$ cat config.mk
export PLATFORM = sky130hd
export DESIGN_NAME = bus_mover_flat
export DESIGN_NICKNAME = d
export VERILOG_FILES = /design/src/rtl/bus_mover_pkg.sv /design/src/rtl/bus_mover_if.sv /design/src/rtl/bus_mover_reg_bank.sv /design/src/rtl/bus_mover.sv /design/src/flat_wrapper.sv
export SDC_FILE = /design/constraint.sdc
export NUM_CORES = 1
export LEC_CHECK = 0
export CORE_ASPECT_RATIO = 1.4
export CORE_MARGIN = 4
export CORE_UTILIZATION = 45
export CTS_CLUSTER_SIZE = 40
export DETAILED_ROUTE_END_ITERATION = 10
export GPL_ROUTABILITY_DRIVEN = 0
export PLACE_DENSITY = 0.75
export SYNTH_ARGS = -nofsm -noshare
export SYNTH_HDL_FRONTEND = slang
export SYNTH_SLANG_ARGS = --single-unit
export TNS_END_PERCENT = 5
$ cat constraint.sdc
create_clock -name core_clock -period 4.2 [get_ports core_clock]
set_clock_uncertainty 0.1 [all_clocks]
set_input_delay 0.84 -clock core_clock [delete_from_list [all_inputs] [get_ports core_clock]]
set_output_delay 0.84 -clock core_clock [all_outputs]
set_load 0.005 [all_outputs]
$ cat src/rtl/bus_mover_pkg.sv
// Shared widths and source/destination codes for the move-execution stage.
package bus_mover_pkg;

    localparam int IR_WIDTH   = 8;
    localparam int DATA_WIDTH = 8;
    localparam int NUM_REGS   = 8;
    localparam int CODE_W     = 4;

    localparam logic [CODE_W-1:0] CODE_NULL = 4'h0;
    localparam logic [CODE_W-1:0] CODE_ROM  = 4'h1;
    localparam logic [CODE_W-1:0] CODE_PC   = 4'h2;
    localparam logic [CODE_W-1:0] CODE_OUT  = 4'h3;
    localparam logic [CODE_W-1:0] CODE_IN   = 4'h4;
    localparam logic [CODE_W-1:0] CODE_JZ   = 4'h5;
    localparam logic [CODE_W-1:0] REG_BASE  = 4'h8;

    // Codes 8-F map onto R0-R7; the top bit alone selects the register file.
    function automatic logic is_reg(input logic [CODE_W-1:0] code);
        return code[CODE_W-1];
    endfunction

endpackage

$ cat src/rtl/bus_mover_if.sv
// Decoder-facing bus: move instruction and immediate in, ROM address out.
interface bus_mover_if;
    import bus_mover_pkg::*;

    logic [IR_WIDTH-1:0]   addr_bus;
    logic [DATA_WIDTH-1:0] data_bus;
    logic [IR_WIDTH-1:0]   rom_addr;

    modport master (output addr_bus, output data_bus, input rom_addr);
    modport slave  (input addr_bus, input data_bus, output rom_addr);

endinterface

$ cat src/rtl/bus_mover_reg_bank.sv
// General register file R0-R7: one combinational read port, one write port.
module reg_bank
    import bus_mover_pkg::*;
(
    input  logic                  clk,
    input  logic                  rst_n,
    input  logic [2:0]            rd_idx,
    output logic [DATA_WIDTH-1:0] rd_data,
    input  logic                  we,
    input  logic [2:0]            wr_idx,
    input  logic [DATA_WIDTH-1:0] wr_data,
    output logic [DATA_WIDTH-1:0] r0
);

    logic [DATA_WIDTH-1:0] regs_q [NUM_REGS];
    logic [DATA_WIDTH-1:0] regs_d [NUM_REGS];

    always_comb begin
        regs_d = regs_q;
        if (we) regs_d[wr_idx] = wr_data;
    end

    always_ff @(posedge clk or negedge rst_n) begin
        if (!rst_n) begin
            for (int i = 0; i < NUM_REGS; i++) regs_q[i] <= '0;
        end else begin
            regs_q <= regs_d;
        end
    end

    assign rd_data = regs_q[rd_idx];
    assign r0      = regs_q[0];

endmodule

$ cat src/rtl/bus_mover.sv
// Move-execution stage: source mux, destination decode, program counter and output port.
module bus_mover
    import bus_mover_pkg::*;
#(
    parameter logic [IR_WIDTH-1:0] PC_RESET = 8'h00
) (
    input  logic                  core_clock,
    input  logic                  core_rst_n,
    bus_mover_if.slave            bus,
    input  logic [DATA_WIDTH-1:0] gpio_in,
    output logic [DATA_WIDTH-1:0] gpio_out,
    output logic                  r0_zero
);

    logic [CODE_W-1:0]     src, dst;
    logic [DATA_WIDTH-1:0] src_val;
    logic [DATA_WIDTH-1:0] rd_data, r0;
    logic [IR_WIDTH-1:0]   rom_addr_q, rom_addr_d;
    logic [DATA_WIDTH-1:0] gpio_out_q, gpio_out_d;
    logic                  reg_we;

    assign src = bus.addr_bus[IR_WIDTH-1 -: CODE_W];
    assign dst = bus.addr_bus[CODE_W-1:0];

    reg_bank u_regs (
        .clk     (core_clock),
        .rst_n   (core_rst_n),
        .rd_idx  (src[2:0]),
        .rd_data (rd_data),
        .we      (reg_we),
        .wr_idx  (dst[2:0]),
        .wr_data (src_val),
        .r0      (r0)
    );

    always_comb begin
        src_val = '0;
        case (src)
            CODE_ROM: src_val = bus.data_bus;
            CODE_PC:  src_val = DATA_WIDTH'(rom_addr_q);
            CODE_OUT: src_val = gpio_out_q;
            CODE_IN:  src_val = gpio_in;
            default:  src_val = is_reg(src) ? rd_data : '0;
        endcase
    end

    // JZ tests R0 as it stands before this edge, so R0->JZ sees the old value.
    always_comb begin
        rom_addr_d = rom_addr_q + 1'b1;
        if (dst == CODE_PC || (dst == CODE_JZ && r0 == '0))
            rom_addr_d = IR_WIDTH'(src_val);
        gpio_out_d = (dst == CODE_OUT) ? src_val : gpio_out_q;
        reg_we     = is_reg(dst);
    end

    always_ff @(posedge core_clock or negedge core_rst_n) begin
        if (!core_rst_n) begin
            rom_addr_q <= PC_RESET;
            gpio_out_q <= '0;
        end else begin
            rom_addr_q <= rom_addr_d;
            gpio_out_q <= gpio_out_d;
        end
    end

    assign bus.rom_addr = rom_addr_q;
    assign gpio_out     = gpio_out_q;
    assign r0_zero      = (r0 == '0);

endmodule
$ cat src/flat_wrapper.sv
// flat-port wrapper written by rule: the top's interface ports become plain ports
module bus_mover_flat import bus_mover_pkg::*;
#(
    parameter logic [IR_WIDTH-1:0] PC_RESET = 8'h00
)
  (core_clock, core_rst_n, gpio_in, gpio_out, r0_zero, bus_addr_bus, bus_data_bus, bus_rom_addr);
  bus_mover_if bus_i ();
  input  logic core_clock;
  input  logic core_rst_n;
  input  logic [DATA_WIDTH-1:0] gpio_in;
  output logic [DATA_WIDTH-1:0] gpio_out;
  output logic r0_zero;
  input wire logic [$bits(bus_i.addr_bus)-1:0] bus_addr_bus;
  input wire logic [$bits(bus_i.data_bus)-1:0] bus_data_bus;
  output wire logic [$bits(bus_i.rom_addr)-1:0] bus_rom_addr;
  assign bus_i.addr_bus = bus_addr_bus;
  assign bus_i.data_bus = bus_data_bus;
  assign bus_rom_addr = bus_i.rom_addr;
  bus_mover #(.PC_RESET(PC_RESET)) u_core (.core_clock(core_clock), .core_rst_n(core_rst_n), .bus(bus_i), .gpio_in(gpio_in), .gpio_out(gpio_out), .r0_zero(r0_zero));
endmodule
==> results of run 1 <==
==> per-stage QoR <==
step,util [%],setup slack [ns]
after floorplan,-,1.770
after global placement,53.04,0.6304
after detailed placement,53.04,0.5573
after CTS,56.68,0.9028
after global routing,56.68,0.7221
final,56.68,0.9202
==> worst max-delay path, delay by kind of cell <==
family | cells | cell delay, ns
buffers and inverters | 2 | 1.22
multiplexers | 1 | 0.52
AO/OA/AOI/OAI | 3 | 0.75
==> kinds of logic after synthesis <==
| logic type | share of synthesized area [%] |
|---|---|
| adders and majority gates | 0.3242 |
| muxes | 13.59 |
| DFF | 51.88 |
| xor gates and xnor gates | 1.362 |
| and+or+nand+nor | 15.60 |
| buffers and inverters | 2.918 |
| AOI/OAI and AO/OA | 14.33 |
==> power by group through the flow <==
stage / combinational, µW / clock (µW) / sequential (µW)
finish: 686 / 773 / 1160
global route: 762 / 822 / 1190
CTS: 694 / 786 / 1160
detailed placement: 684 / 0 / 1170
global placement: 662 / 0 / 1160
floorplan: 434 / 0 / 1120
==> path summary, 6_finish.rpt <==
kind | end | slack, ns | cells past startpoint
setup / recovery | u_core.u_regs.regs_q[42]$_DFFE_PN0P_ | 0.92 | 6
min in group asynchronous | u_core.gpio_out[1]$_DFFE_PN0N_ | 0.54 | 1
max in group asynchronous | u_core.gpio_out[0]$_DFFE_PN0N_ | 2.79 | 1
hold / removal | u_core.u_regs.regs_q[43]$_DFFE_PN0P_ | 0.42 | 2
setup reg to reg | u_core.bus.rom_addr[6]$_DFF_PN0_ | 2.19 | 4
hold reg to reg | u_core.u_regs.regs_q[43]$_DFFE_PN0P_ | 0.42 | 2
==> sequential cells by signal, indices dropped and copies added (netlist names) <==
| name | cells |
|---|---|
| u_core.gpio_out | 8 |
| u_core.bus.rom_addr | 8 |
| u_core.u_regs.r0 | 8 |
| u_core.u_regs.regs_q | 56 |
==> metal layers <==
| metal | up-vias | GRT usage (%) | share of wire (%) |
|---|---|---|---|
| li1 | 1381 | - | - |
| met1 | 1455 | 23.97 | 40 |
| met2 | 102 | 33.11 | 52 |
| met3 | 24 | 3.081 | 5.2 |
| met4 | 0 | 10.82 | 3.3 |
| met5 | - | 0 | 0 |
==> placed cells by master, fill, tap and decap left out, types with 2 or more instances in the layout <==
| cell | n |
|---|---|
| nand2_1 | 6 |
| or4_1 | 2 |
| nand2b_1 | 4 |
| a21oi_1 | 75 |
| xor2_1 | 5 |
| nor3_1 | 2 |
| nor2_1 | 84 |
| mux4_2 | 15 |
| a22o_1 | 3 |
| dfrtp_1 | 80 |
| clkinv_2 | 2 |
| a22oi_1 | 4 |
| clkbuf_16 | 9 |
| and3_1 | 3 |
| clkbuf_1 | 2 |
| clkdlybuf4s50_1 | 41 |
| nand3b_1 | 9 |
| o221a_2 | 4 |
| nor2b_1 | 2 |
| nand3_1 | 5 |
| inv_1 | 2 |
| buf_4 | 11 |
| mux2i_1 | 16 |
| nor3_4 | 3 |
| or2_2 | 3 |
| clkbuf_8 | 2 |
| a2bb2oi_1 | 4 |
==> synth_stat cells <==
cell,instances
a211oi_4,1
mux4_1,1
a22oi_1,4
nor2_1,84
nor3_4,3
nand3b_1,9
and2_1,1
xor2_1,5
mux2i_1,16
ha_1,1
a21oi_1,75
a22o_1,3
o221a_2,4
nand2_1,6
nor3_1,2
nand2b_1,4
mux4_2,15
nor3b_1,1
xnor2_1,1
clkbuf_1,13
o2bb2ai_2,1
buf_6,1
or4_1,2
nand3_1,5
inv_1,2
nor2b_1,2
or2_2,3
a31oi_1,1
and3_1,3
a2bb2oi_1,4
or3b_2,1
buf_2,9
dfrtp_1,80
==> final cells by class <==
cell class | instances | area, µm²
fillers | 697 | 3572
multi-input cells | 258 | 1744
clock inverters | 3 | 40.04
repair buffers | 52 | 493.0
flip-flops and latches | 80 | 2002
clock buffers | 13 | 260.3
well taps | 102 | 127.6
inverters | 2 | 7.507
==> metrics.yaml, run 1 <==
sta:
  fin_crit_ns: 3.280
  totalNegativeSetupSlack_ns: 0
  worstMarginPinSlew_ns: 1.088
  rsz0062_at_grt: "false"
  setup_viol: 0
  slew_headroom_pct: 27.22
  worst_hold_slack_ns: 0.4215
  timing.final.hold_violations: 0
  clock.fmax_mhz: 304.9
  drv_slew: 0
  period_share_pct: 78.09
yosys:
  synthesis.area_mm2: 0.003859
  netlist_instances: 363
  yosysSeqAreaShare_pct: 51.88
  netlist_top_cells_area: "dfrtp_1 (52%), a21oi_1 (9.7%), mux4_2 (8.8%)"
  postSynthAreaPerCell_um2: 10.63
  synth_top_area_share_pct: 51.88
  synth_top_cell_by_area: "dfrtp_1"
  synthesis.nets: 390
  ys_ff_latch: 80
  synth_cell_types: 33
  yosys_warnings: 0
layout:
  post_route_cells_drive_above_1_share_pct: 12.99
  finalInstanceArea_mm2: 0.004674
  stdcell_count: 510
  num-nets-final: 430
  area_delta_synth_final_pct: 21.14
  antenna_cells: 0
pwr:
  clockPowerShare_pct: 29.5
  pwr-share-comb_pct: 26.2
  ir_drop_mv: 0.2845
  p_leak_uw: 0.001889
  power.density_mw_per_mm2: 561.1
  finalPower_uw: 2623
  p_seq_share_pct: 44.4
  swShare_pct: 29.27
  netSwitchingPower_uw: 767.8
  p_int_uw: 1855
worst_setup_path:
  path_cells: "clkdlybuf4s50_1, buf_4, mux4_2, a22oi_1, o221a_2, a21oi_1"
  path_class: "primary input to flip-flop"
  reg2reg_from: "u_core.u_regs.r0[4]$_DFFE_PN0P_"
  crit_required_ns: 4.27
  arrival_ns: 3.35
  slowest_stage: "clkdlybuf4s50_1"
  cpPeakStageDelay_ns: 0.88
  critPathCaptureType: "flip-flop"
  critPathMaxFanout: 12
  startpoint_type: "primary input"
  worstSetupStartpoint: "bus_addr_bus[4]"
floorplanning:
  fp.dieW_um: 86.26
  io_pins: 43
  die_h_um: 117.6
  die_area_mm2: 0.01014
  rows: 39
  initial_core_util_pct: 46.79
  core_area_mm2: 0.008247
clock_network:
  path_clk_slew_ns: 0.05
  cts_setup_buffers: 0
  cts_buffers: 9
  clock_sinks: 80
  ctsResizeCount: 0
  clockBufferDepth: 2
  cts_tree: "yes"
  hold_buffers: 0
  clkLatencyLatePin_ns: 0.34
  cts_root_buffer: "clkbuf_16"
  cts_max_level: 3
min_path:
  hold_path_class: "flip-flop to flip-flop"
  worstHoldStart: "u_core.u_regs.regs_q[43]$_DFFE_PN0P_"
outcome:
  outcome: "finished clean"
grt:
  grt_pass1_wl_um: 15590
  gr-total-overflow: 0
  grtUsageTotal_pct: 19.77
  antenna_found_initial: 0
  grt_pass1_vias: 3059
  grt_max_degree: 81
routing:
  post-route-drc-count: 0
  totalWireLength_um: 9285
  ant_nets: 0
  first_pass_iters: 5
  drtIter0Drc: 225
  post_drt_wl_per_cell_um: 18.21
  vias: 2962
  vias_per_cell: 5.808
place:
  place_hpwl_um: 6605
  placed_cells: 494
  io_buffers: 42
  placed_area_mm2: 0.004374
flow_run:
  drv_cap: 0
Note: power is estimated with default switching activity, not from simulation.
==> inputs of run 2 (changes only) <==
- clock period: 4.2 -> 3.3 ns (I/O delays scaled with it)
==> run 2 against run 1 <==
Global-route usage is 0.29 points higher. Core utilization is 0.17 points higher. Critical path type is now flip-flop to primary output. Combinational power is 28% higher. Sequential share of layout area is 0.13 points lower. Die area stayed put. Routed wire length is 2.6% higher. Final area is 0.29% higher. Worst setup slack worse by 0.49 ns. Count of clock-buffer cells in the layout is 1 higher.
==> metrics.yaml, run 2 (same netlist as run 1, synthesis figures left out) <==
outcome:
  outcome: "finished clean"
sta:
  layout_setup_ws_ns: 0.4320  # -0.4882 ns
  slew_headroom_pct: 33.90  # +6.7 points
  setup_viol: 0  # unchanged
  rsz0062_at_grt: "false"
  period_share_pct: 86.91
  fin_crit_ns: 2.868
  drv_slew: 0  # unchanged
  totalNegativeSetupSlack_ns: 0  # unchanged
  clock.fmax_mhz: 348.7
  timing.final.hold_violations: 0  # unchanged
  worstMarginPinSlew_ns: 0.9916  # -0.09608 ns
worst_setup_path:
  cpPeakStageDelay_ns: 0.57  # -0.31 ns
  startpoint_type: "flip-flop"
  r2r-end: "u_core.bus.rom_addr[2]$_DFF_PN0_"
  slowest_stage: "clkdlybuf4s50_1"
  crit_required_ns: 2.54  # -1.73 ns
  critPathMaxFanout: 3  # -9
  reg2reg_depth: 4  # unchanged
  crit_buf_inv: 1  # -1
  arrival_ns: 2.11  # -1.24 ns
  r2r_setup_slack_ns: 1.21  # -0.98 ns
  cpLargestDelayFamily: "simple AND/OR/NAND/NOR gates"
  worstSetupStartpoint: "u_core.u_regs.r0[5]$_DFFE_PN0P_"
  path_class: "flip-flop to primary output"
  critPathCaptureType: "primary output"
  path_cells: "or4_1, nor2_1, clkdlybuf4s50_1"
  reg2reg_from: "u_core.u_regs.r0[5]$_DFFE_PN0P_"
layout:
  final_cell_mix: "nor2_1 (84), dfrtp_1 (80), a21oi_1 (75), clkdlybuf4s50_1 (41), mux2i_1 (16)"
  largest_reg_flops: 56  # unchanged
  num-nets-final: 432  # +0.47%
  finish.utilization_pct: 56.85  # +0.17 points
  post_route_cells_drive_above_1_share_pct: 13.41  # +0.42 points
  fillers: 681  # -2.3%
  multi_input_area_mm2: 0.001744  # unchanged
  regMostFlops: "u_core.u_regs.regs_q"
  mostFrequentLayoutCell: "nor2_1"
  area_delta_synth_final_pct: 21.50
  antenna_cells: 0  # unchanged
  ff_latch_area_mm2: 0.002002  # unchanged
floorplanning:
  fp.dieW_um: 86.26  # unchanged
  io_pins: 43  # unchanged
  core_area_mm2: 0.008247  # unchanged
  die_h_um: 117.6  # unchanged
  die_area_mm2: 0.01014  # unchanged
  initial_core_util_pct: 46.79  # unchanged
  rows: 39  # unchanged
clock_network:
  ctsResizeCount: 0  # unchanged
  cts_root_buffer: "clkbuf_16"
  cts_max_level: 3  # unchanged
  clkLatencyLatePin_ns: 0.33  # about the same
  cts_tree: "yes"
  clockBufferDepth: 2  # unchanged
  path_clk_slew_ns: 0.06  # about the same
  cts_setup_buffers: 0  # unchanged
  cts_buffers: 9  # unchanged
  hold_buffers: 0  # unchanged
  clock_sinks: 80  # unchanged
grt:
  grt_max_degree: 81  # unchanged
  gr-total-overflow: 0  # unchanged
  grtUsageTotal_pct: 20.06  # +0.29 points
  grt_pass1_wl_um: 15540  # -0.36%
  grt_pass1_vias: 3078  # +0.62%
  antenna_found_initial: 0  # unchanged
routing:
  first_pass_iters: 4  # -1
  ant_nets: 0  # unchanged
  vias_per_cell: 5.797  # -0.19%
  post_drt_wl_per_cell_um: 18.60  # +2.2%
  drtIter0Drc: 251  # +12%
  totalWireLength_um: 9524  # +2.6%
  post-route-drc-count: 0  # unchanged
  vias: 2968  # +0.20%
place:
  pre_cts_ws_ns: 0.2817  # -0.2757 ns
  io_buffers: 42  # unchanged
  place_hpwl_um: 6444  # -2.4%
pwr:
  p_leak_uw: 0.001894  # +0.28%
  ir_drop_mv: 0.3801  # +34%
  power.density_mw_per_mm2: 702.9  # +25%
flow_run:
  drv_cap: 0  # unchanged
min_path:
  hold_path_class: "primary input to asynchronous set/reset pin"
run 2: cell count changes in the layout (fill, tap and decap cells not counted), sizes merged:
cell	before	now
clkinv	2	1
bufinv	1	0
clkbuf	13	14
clkinvlp	0	1
buf	11	13
run 2: stage by stage:
step	instance area [µm²]	hold WS, ns	power (µW)	cells
5_1_grt	4688	0.4445	3488	512
3_5_place_dp	4402	0.4177	2361	496
3_3_place_gp	4402	0.4018	2317	496
4_1_cts	4688	0.4227	3313	512
6_report	4688	0.3887	3295	512
2_1_floorplan	3859	0.2644	1979	363
run 2: worst max path at each step:
stage | endpoint | slack, ns | depth (start not counted)
2_1_floorplan | u_core.bus.rom_addr[3]$_DFF_PN0_ | 1.05 | 5
3_3_place_gp | u_core.bus.rom_addr[3]$_DFF_PN0_ | 0.30 | 6
3_5_place_dp | u_core.bus.rom_addr[3]$_DFF_PN0_ | 0.28 | 6
4_1_cts | r0_zero | 0.42 | 3
5_1_grt | r0_zero | 0.37 | 3
6_report | r0_zero | 0.43 | 3
run 2: area by class of cell:
type                    count  share of cell area, %
clock buffers              14                  5.845
clock inverters             2                 0.2669
inverters                   2                 0.1601
multi-input cells         258                  37.20
flip-flops and latches     80                  42.70
well taps                 102                  2.722
repair buffers             54                  11.10
run 2: power breakdown:
| part | internal, µW | switching [µW] |
|---|---|---|
| clock network | 570 | 368 |
| logic | 476 | 399 |
| registers | 1260 | 221 |
run 2: routing by layer:
layer	up-vias	track usage [%]	routed length [µm]
li1	1371	-	-
met4	0	9.844	286
met3	22	4.412	576
met1	1462	25.19	3765
met5	-	0	0
met2	113	32.38	4896
run 2: worst register-to-register path, delay by kind of cell, from the launching register on:
family	cells	cell delay [ns]
DFF	1	0.41
muxes	1	0.29
and+or+nand+nor	2	0.80
AOI/OAI and AO/OA	1	0.41
==> inputs of run 3 (changes only) <==
- ABC_CLOCK_PERIOD_IN_PS: default -> 3300
- SYNTH_HIERARCHICAL: default -> 1
==> run 3 against run 2 <==
Worst setup slack lost 0.20 ns. Cell count decreased by 13%. Global-route usage fell by 2.1 points. Fmax is 6.5% lower. Die area up 7.3%. Critical path depth increased by 5. Power is 9.8% higher. First-iteration DRC count decreased by 37%. Critical path type is now primary input to flip-flop. Critical endpoint is now u_core/u_regs/r0[7]$_DFFE_PN0P_. Largest power group unchanged.
==> metrics.yaml, run 3 <==
outcome:
  outcome: "finished clean"
clock_network:
  clkLatencyLatePin_ns: 0.34  # about the same
  cts_buffers: 9  # unchanged
  cts_tree: "yes"
  cts_setup_buffers: 0  # unchanged
  hold_buffers: 0  # unchanged
  cts_max_level: 3  # unchanged
  ctsResizeCount: 0  # unchanged
  clockBufferDepth: 2  # unchanged
  path_clk_slew_ns: 0.06  # about the same
  cts_root_buffer: "clkbuf_16"
  clock_sinks: 80  # unchanged
yosys:
  async_reset_ff_share_pct: 100.0  # unchanged
  synth_common_cells: "dfrtp_1 (80), mux2_2 (80), mux4_1 (15), buf_4 (8), nor2_1 (8)"
  synthesis.area_mm2: 0.004164  # +7.9%
  synthesis.nets: 308  # -21%
  synth_top_area_share_pct: 48.08  # -3.8 points
  post_synth_xor_area_fraction_pct: 1.262  # -0.10 points
  postSynthAreaPerCell_um2: 14.82  # +39%
  synth_cell_types: 36  # +9.1%
  synthMuxAreaShare_pct: 33.68  # +20 points
  synth_top_cell_by_area: "dfrtp_1"
  synth_edf_count: 0  # unchanged
  synth_compound_area_share_pct: 4.958  # -9.4 points
  synth_top_family_by_area: "multiplexers"
  yosysSeqAreaShare_pct: 48.08  # -3.8 points
  yosys_warnings: 6  # +6
  netlist_instances: 281  # -23%
  netlist_top_cells_area: "dfrtp_1 (48%), mux2_2 (22%), mux4_1 (9.5%)"
  yosys.area_share.simple_pct: 6.791  # -8.8 points
  ys_ff_latch: 80  # unchanged
  synth-main-ff-cell: "dfrtp_1"
  synthAdderAreaFrac_pct: 0.3005  # -0.024 points
grt:
  grtUsageTotal_pct: 17.98  # -2.1 points
  grt_pass1_wl_um: 14420  # -7.2%
  grt_max_degree: 81  # unchanged
  antenna_found_initial: 0  # unchanged
  gr-total-overflow: 0  # unchanged
  grt_pass1_vias: 2721  # -12%
pwr:
  p_seq_share_pct: 41.6  # -3.4 points
  power.density_mw_per_mm2: 709.8  # +0.98%
  netSwitchingPower_uw: 973.8  # -1.5%
  p_leak_uw: 0.002356  # +24%
  p_int_uw: 2645  # +15%
  ir_drop_mv: 0.4675  # +23%
  swShare_pct: 26.91  # -3.1 points
  pwr-share-comb_pct: 27.2  # +0.6 points
  clockPowerShare_pct: 31.3  # +2.8 points
worst_setup_path:
  worstSetupStartpoint: "bus_addr_bus[4]"
  reg2reg_from: "u_core/u_regs/regs_q[38]$_DFFE_PN0P_"
  critPathMaxFanout: 14  # +11
  critPathCaptureType: "flip-flop"
  startpoint_type: "primary input"
  path_class: "primary input to flip-flop"
  crit_required_ns: 3.41  # +0.87 ns
  arrival_ns: 3.18  # +1.07 ns
layout:
  post_route_cells_drive_above_1_share_pct: 40.53  # +27 points
  num-nets-final: 360  # -17%
  regMostFlops: "u_core/u_regs/regs_q"
  largest_reg_flops: 56  # unchanged
  multi_input_area_mm2: 0.001969  # +13%
  area_delta_synth_final_pct: 22.45
  fillers: 707  # +3.8%
  ff_latch_area_mm2: 0.002002  # unchanged
  final_cell_mix: "mux2_2 (80), dfrtp_1 (80), clkdlybuf4s50_1 (41), buf_4 (23), mux4_1 (15)"
  stdcell_count: 445  # -13%
  antenna_cells: 0  # unchanged
floorplanning:
  io_pins: 43  # unchanged
  initial_core_util_pct: 46.12  # -0.67 points
  fp.dieW_um: 89.30  # +3.5%
  die_area_mm2: 0.01088  # +7.3%
  die_h_um: 121.8  # +3.6%
  rows: 41  # +5.1%
  core_area_mm2: 0.009029  # +9.5%
routing:
  ant_nets: 0  # unchanged
  drtIter0Drc: 158  # -37%
  totalWireLength_um: 9296  # -2.4%
  vias: 2608  # -12%
  vias_per_cell: 5.861  # +1.1%
  post_drt_wl_per_cell_um: 20.89  # +12%
  first_pass_iters: 4  # unchanged
  post-route-drc-count: 0  # unchanged
place:
  io_buffers: 42  # unchanged
  placed_cells: 429  # -14%
  place_hpwl_um: 6419  # -0.39%
sta:
  drv_slew: 0  # unchanged
  rsz0062_at_grt: "false"
  totalNegativeSetupSlack_ns: 0  # unchanged
  worst_hold_slack_ns: 0.3849  # -0.003808 ns
  timing.final.hold_violations: 0  # unchanged
  worstMarginPinSlew_ns: 1.004  # +0.01227 ns
  clock.fmax_mhz: 326.1  # -6.5%
  fin_crit_ns: 3.066  # +0.1981 ns
  slew_headroom_pct: 33.08  # -0.82 points
  period_share_pct: 92.91  # +6.0 points
  setup_viol: 0  # unchanged
flow_run:
  drv_cap: 0  # unchanged
min_path:
  hold_path_class: "primary input to asynchronous set/reset pin"
-- run 3: per-layer routing --
metal  wire [µm]  global-route usage [%]  up-vias
met3         433                   2.842       15
met4         218                   8.380        0
met2        5049                   31.46       71
li1            -                       -     1176
met5           0                       0        -
met1        3595                   21.11     1346
-- run 3: path summary, 6_finish.rpt --
check                                                       end  cells after the start  slack, ns
max                             u_core/u_regs/r0[7]$_DFFE_PN0P_                      8       0.23
min                        u_core/u_regs/regs_q[15]$_DFFE_PN0P_                      1       0.38
max reg2reg                 u_core/u_regs/regs_q[6]$_DFFE_PN0P_                      5       0.96
min reg2reg                u_core/u_regs/regs_q[34]$_DFFE_PN0P_                      1       0.39
max in group asynchronous   u_core/u_regs/regs_q[2]$_DFFE_PN0P_                      1       2.06
min in group core_clock    u_core/u_regs/regs_q[34]$_DFFE_PN0P_                      1       0.39
-- run 3: critical path, stage by stage --
cell and delay [ns]:
clkdlybuf4s50_1 0.51, buf_12 0.17, buf_4 0.13, mux4_1 0.54
mux2_2 0.27, a221oi_1 0.38, inv_1 0.20, mux2_2 0.31
-- run 3: power by group through the flow --
stage	Combinational [µW]	Clock, µW	Sequential (µW)
floorplan	658	0	1440
global placement	950	0	1500
detailed placement	980	0	1520
CTS	990	1160	1500
global route	1070	1200	1540
finish	983	1130	1500
-- run 3: layout make-up --
type                            count  area share (%)
Clock inverter                      7           2.331
Clock buffer                        9           4.417
Multi-Input combinational cell    169           38.63
Timing Repair Buffer               66           12.22
Sequential cell                    80           39.26
Tap cell                          107           2.626
Inverter                            7          0.5153
-- run 3: stage by stage --
stage	area, µm²	power, µW	util (%)	worst slack [ns]
6_report	5099	3619	56.47	0.2339
5_1_grt	5099	3816	56.47	0.09781
4_1_cts	5099	3650	56.47	0.2310
3_5_place_dp	4755	2499	52.66	-0.1199
3_3_place_gp	4755	2451	52.66	-0.06964
2_1_floorplan	4164	2103	-	0.5802
-- run 3: cell families (layout without fill, tap and decap cells) --
kind of cell | Yosys count | in the layout
xor+xnor | 6 | 6
buf+inv | 32 | 89
mux | 104 | 104
simple gates | 33 | 33
flops | 80 | 80
fa+ha+maj | 1 | 1
compound gates | 25 | 25
